===== config.mk =====
export PLATFORM = sky130hd
export DESIGN_NAME = cf_palette_loader
export DESIGN_NICKNAME = d
export VERILOG_FILES = /design/src/rtl/cf_palette_loader.sv
export SDC_FILE = /design/constraint.sdc
export NUM_CORES = 1
export LEC_CHECK = 0
export CELL_PAD_IN_SITES_DETAIL_PLACEMENT = 1
export CELL_PAD_IN_SITES_GLOBAL_PLACEMENT = 2
export CORE_UTILIZATION = 21
export CTS_CLUSTER_SIZE = 16
export DETAILED_ROUTE_END_ITERATION = 10
export PLACE_DENSITY_LB_ADDON = 0.15
export SLEW_MARGIN = 20
export SYNTH_ARGS = -nofsm -noshare
export SYNTH_HDL_FRONTEND = slang
export SYNTH_SLANG_ARGS = --single-unit

===== constraint.sdc =====
create_clock -name I_CLK -period 5.05 [get_ports I_CLK]
set_input_delay 1.01 -clock I_CLK [delete_from_list [all_inputs] [get_ports I_CLK]]
set_output_delay 1.01 -clock I_CLK [all_outputs]
set_load 0.01 [all_outputs]

===== src/rtl/cf_palette_loader.sv =====
// Palette loader and colour-file bus arbiter: streams 128 ROM bytes into BCPD/OCPD, stalling CPU colour-file accesses meanwhile.
// Optional CF_AUTOLOAD_EN: start one load automatically on the first idle cycle after reset.
module cf_palette_loader (
  input  logic        I_CLK,
  input  logic        I_RESET,
  input  logic        I_START,
  output logic        O_BUSY,
  output logic        O_DONE,
  output logic [6:0]  O_ROM_ADDR,
  input  logic [7:0]  I_ROM_DATA,
  input  logic [15:0] I_CPU_ADDR,
  input  logic [7:0]  I_CPU_DATA,
  input  logic        I_CPU_WE_L,
  output logic        O_CPU_STALL,
  output logic [15:0] O_CF_ADDR,
  output logic [7:0]  O_CF_DATA,
  output logic        O_CF_WE_L
);

  // Colour-file register map (matches memdef.vh)
  localparam logic [15:0] BCPS = 16'hFF68;
  localparam logic [15:0] BCPD = 16'hFF69;
  localparam logic [15:0] OCPS = 16'hFF6A;
  localparam logic [15:0] OCPD = 16'hFF6B;
  localparam logic [7:0]  SEL_IDX0_AUTOINC = 8'h80;

  typedef enum logic [2:0] {
    IDLE     = 3'd0,
    SEL_BG   = 3'd1,
    BG_DATA  = 3'd2,
    SEL_OBJ  = 3'd3,
    OBJ_DATA = 3'd4,
    DONE     = 3'd5
  } state_t;

  state_t      state_q, state_d;
  logic [5:0]  cnt_q, cnt_d;
  logic [6:0]  rom_addr_q, rom_addr_d;
  logic        start_eff;
  logic        cpu_hits_cf;

`ifdef CF_AUTOLOAD_EN
  logic autoload_q;

  always_ff @(posedge I_CLK) begin
    if (I_RESET) autoload_q <= 1'b1;
    else         autoload_q <= 1'b0;
  end

  assign start_eff = I_START | autoload_q;
`else
  assign start_eff = I_START;
`endif

  assign cpu_hits_cf = (I_CPU_ADDR >= BCPS) && (I_CPU_ADDR <= OCPD);

  always_ff @(posedge I_CLK) begin
    if (I_RESET) begin
      state_q    <= IDLE;
      cnt_q      <= 6'd0;
      rom_addr_q <= 7'd0;
    end else begin
      state_q    <= state_d;
      cnt_q      <= cnt_d;
      rom_addr_q <= rom_addr_d;
    end
  end

  // The ROM address always runs one byte ahead of the write being issued.
  always_comb begin
    state_d    = state_q;
    cnt_d      = cnt_q;
    rom_addr_d = rom_addr_q;
    case (state_q)
      IDLE: begin
        cnt_d      = 6'd0;
        rom_addr_d = 7'd0;
        if (start_eff) state_d = SEL_BG;
      end
      SEL_BG: begin
        state_d    = BG_DATA;
        cnt_d      = 6'd0;
        rom_addr_d = 7'd1;
      end
      BG_DATA: begin
        cnt_d = cnt_q + 6'd1;
        if (cnt_q == 6'd63) state_d = SEL_OBJ;
        else                rom_addr_d = rom_addr_q + 7'd1;
      end
      SEL_OBJ: begin
        state_d    = OBJ_DATA;
        cnt_d      = 6'd0;
        rom_addr_d = rom_addr_q + 7'd1;
      end
      OBJ_DATA: begin
        cnt_d      = cnt_q + 6'd1;
        rom_addr_d = rom_addr_q + 7'd1;
        if (cnt_q == 6'd63) state_d = DONE;
      end
      DONE: begin
        state_d    = IDLE;
        cnt_d      = 6'd0;
        rom_addr_d = 7'd0;
      end
      default: begin
        state_d    = IDLE;
        cnt_d      = 6'd0;
        rom_addr_d = 7'd0;
      end
    endcase
  end

  always_comb begin
    O_CF_ADDR   = I_CPU_ADDR;
    O_CF_DATA   = I_CPU_DATA;
    O_CF_WE_L   = I_CPU_WE_L;
    O_BUSY      = 1'b0;
    O_DONE      = 1'b0;
    O_CPU_STALL = 1'b0;
    case (state_q)
      SEL_BG: begin
        O_CF_ADDR   = BCPS;
        O_CF_DATA   = SEL_IDX0_AUTOINC;
        O_CF_WE_L   = 1'b0;
        O_BUSY      = 1'b1;
        O_CPU_STALL = cpu_hits_cf;
      end
      BG_DATA: begin
        O_CF_ADDR   = BCPD;
        O_CF_DATA   = I_ROM_DATA;
        O_CF_WE_L   = 1'b0;
        O_BUSY      = 1'b1;
        O_CPU_STALL = cpu_hits_cf;
      end
      SEL_OBJ: begin
        O_CF_ADDR   = OCPS;
        O_CF_DATA   = SEL_IDX0_AUTOINC;
        O_CF_WE_L   = 1'b0;
        O_BUSY      = 1'b1;
        O_CPU_STALL = cpu_hits_cf;
      end
      OBJ_DATA: begin
        O_CF_ADDR   = OCPD;
        O_CF_DATA   = I_ROM_DATA;
        O_CF_WE_L   = 1'b0;
        O_BUSY      = 1'b1;
        O_CPU_STALL = cpu_hits_cf;
      end
      DONE: begin
        O_DONE = 1'b1;
      end
      default: begin
        O_DONE = 1'b0;
      end
    endcase
  end

  assign O_ROM_ADDR = rom_addr_q;

endmodule

==> impl_metrics.csv <==
group,metric,value,unit
placed_design,dp_cells,292,
timing,worst_slew_pin_slew,0.965,ns
synthesis,ys_warn_count,0,
finish,n_antenna_cell,0,
timing,tns,0,ns
synthesis,synth.net_count,196,
setup_path,cp-end-kind,"output pin",
drt,viasPerCell,4.80,
drt,drc,0,
synthesis,yosysTopAreaCell,"dfxtp_1",
pwr,p_int,0.305,mW
setup_path,worstPathCellList,"nor2_2 > xnor2_1 > and3_1 > clkdlybuf4s50_1",
drt,drtPass1Iterations,4,
global_routing,grt_usage,0.129,
synthesis,synth_top_cell_area_share,0.260,
die,initial_core_util,0.221,
finish,final_nets,263,
timing,maxSlewViolCount,0,
drt,postRouteWirelength,4080,um
synthesis,ys_async_sr_fraction,0,
placed_design,place_hpwl,3200,um
synthesis,synth_commonest_cells,"dfxtp_1 (16), nand2_1 (15), a21oi_1 (14), nor2_1 (14), or2_2 (12)",
worst_hold_path,holdPathStages,1,
clocking,h-tree-depth,1,
clocking,cts.sinks,16,
drt,antenna_violating_nets_post_route,0,
clocking,cts.repair.resized,0,
setup_path,crit_start,"state_q[0]$_SDFFE_PP0P_",
global_routing,grt_max_degree,28,
setup_path,endpoint,"O_CPU_STALL",
die,die_x,78.6,um
pwr,irDropWorstVdd,0.101,mV
timing,period_share,0.786,
setup_path,critPathMaxFanout,18,
synthesis,ys_seq_area_frac,0.260,
synthesis,synth-edff-count,0,
clocking,cts_buffers,3,
setup_path,crit_slowest_cell,"dfxtp_1",
pwr,seqPwrFrac,0.331,
setup_path,critPathMaxStageDelay,0.82,ns
timing,rsz0062_at_grt,"false",
synthesis,synth_area,0.00123,mm^2
pwr,power_frac_clock,0.264,
clocking,ctsHoldBuffers,0,
synthesis,yosys-top-cells-area,"dfxtp_1 (26%), mux2i_1 (7.3%), or2_2 (6.1%)",
setup_path,crit_required,4.04,ns
placed_design,place_congestion,0.718,
drt,wl_per_cell,13.8,um
timing,finalWorstSetupSlack,1.08,ns
clocking,clkLatencyLatePin,0.25,ns
pwr,power.total,0.429,mW
global_routing,globalRouteOverflowTotal,0,
setup_path,criticalPathCategory,"register to output pin",
clocking,cts.reportedPaths.clkPinSlew,0.06,ns
setup_path,rr_startpoint,"state_q[1]$_SDFFE_PP0P_",
die,rows,27,
setup_path,cp_num_buf_inv,1,
global_routing,grt_pass1_vias,1413,
placed_design,placed_cell_area,0.00198,mm^2
synthesis,synthCells,158,
placed_design,portBuffers,70,
finish,final_area,0.00204,mm^2
pwr,p_comb_frac,0.405,
pwr,power_density,210,mW/mm^2
clocking,cts_root_buf,"clkbuf_8",
setup_path,critical_path_depth,4,
timing,period_needed,3.97,ns
clocking,cts_tree,"yes",
die,ios,71,
synthesis,ys.flop_type,"dfxtp_1",
status,status,"completed",
die,core,0.00557,mm^2
pwr,switching_share,0.289,
job,cap_violations,0,
timing,fmax,252,MHz
setup_path,arrival,2.96,ns
timing,slew_headroom,0.352,
setup_path,cp_top_family,"flip-flops",
global_routing,grt_pass1_wl,6500,um
pwr,p_switching,0.124,mW
finish,final_cells,296,
drt,drt_iter0_drc,21,
synthesis,syn_area_per_cell,7.80,um^2
clocking,postCtsSetupRepairBufs,0,
timing,finalHoldViolations,0,
synthesis,synth_most_common_cell,"dfxtp_1",
global_routing,antenna_found_initial,0,
setup_path,reg2reg_depth,4,
die,die_h,78.6,um
finish,area_growth,65.5,%
setup_path,r2r_setup_slack,3.01,ns
synthesis,synth_cell_types,38,
setup_path,r2r_end,"O_ROM_ADDR[3]$_SDFFE_PP0P_",
pwr,leakagePower,0.701,nW
synthesis,synth-seq-cells,16,
drt,num_vias,1420,
setup_path,crit_path_start_kind,"register",
timing,setup_viol_count_final,0,
die,die_area,0.00618,mm^2
timing,clock_skew,0.00123,ns
worst_hold_path,min_path_type,"register to register",
placed_design,post-place-ws,1.27,ns
finish,drive_above_1_share,0.0938,
clocking,clk_path_buf_depth,2,
[cell usage in the layout, fill, tap and decap left out, types with 3 or more instances in the layout]
master,synthesis,routed
nand3_1,5,5
xor2_1,4,4
nor2_1,14,14
clkdlybuf4s50_1,0,70
or3_1,3,3
nor2b_1,4,4
mux2i_1,9,9
nand2_1,15,15
clkbuf_8,0,4
a21oi_1,14,14
nand2b_1,9,9
or2_2,12,12
xnor2_1,4,4
and3_1,3,3
o21ai_0,4,4
nor3b_1,3,3
dfxtp_1,16,16
nand4_1,3,3
a32o_1,7,7
[power groups by stage]
stage                     combinational [mW]  sequential [mW]  clock, mW
after floorplan                       0.0833            0.135          0
after global placement                 0.172            0.144          0
after detailed placement               0.176            0.145          0
after CTS                              0.177            0.142      0.118
after global routing                   0.188            0.143      0.126
final                                  0.174            0.142      0.113
[per-layer routing]
metal | global-route usage | up-vias | part of all wire
li1 | - | 697 | -
met1 | 0.160 | 671 | 0.46
met2 | 0.229 | 48 | 0.47
met3 | 0.0198 | 4 | 0.061
met4 | 0.0333 | 0 | 0.0071
met5 | 0 | - | 0
[metrics by stage]
stage	hold slack (ns)	utilization
floorplan	0.413	-
global placement	0.422	0.356
detailed placement	0.456	0.356
CTS	0.465	0.366
global route	0.490	0.366
finish	0.456	0.366
[layout make-up]
class / instances / area, um^2
inverters: 1 / 3.75
clock buffers: 4 / 55.1
repair buffers: 71 / 708
flip-flops and latches: 16 / 320
multi-input cells: 132 / 862
well taps: 72 / 90.1
fillers: 660 / 3530
[kinds of logic after synthesis]
family,count (synthesis),share of synthesized area
AND/OR/NAND/NOR,81,0.373
AO/OA/AOI/OAI,31,0.168
XOR/XNOR,8,0.0568
adder cells (fa/ha/maj),2,0.0203
flip-flops,16,0.260
multiplexers,10,0.0822
buffers and inverters,10,0.0406
[state kept, by name (all words and copies together), names as in the netlist]
signal / cells
state_q: 3
O_ROM_ADDR: 7
cnt_q: 6
[worst min-delay path by stage]
stage	startpoint	endpoint	slack [ns]
3_5_place_dp	cnt_q[0]$_SDFF_PP0_	cnt_q[0]$_SDFF_PP0_	0.46
6_report	cnt_q[0]$_SDFF_PP0_	cnt_q[0]$_SDFF_PP0_	0.46
4_1_cts	cnt_q[0]$_SDFF_PP0_	cnt_q[0]$_SDFF_PP0_	0.46
2_1_floorplan	cnt_q[0]$_SDFF_PP0_	cnt_q[0]$_SDFF_PP0_	0.41
5_1_grt	cnt_q[0]$_SDFF_PP0_	cnt_q[0]$_SDFF_PP0_	0.49
3_3_place_gp	cnt_q[0]$_SDFF_PP0_	cnt_q[0]$_SDFF_PP0_	0.42
Note: power is estimated with default switching activity, not from simulation.
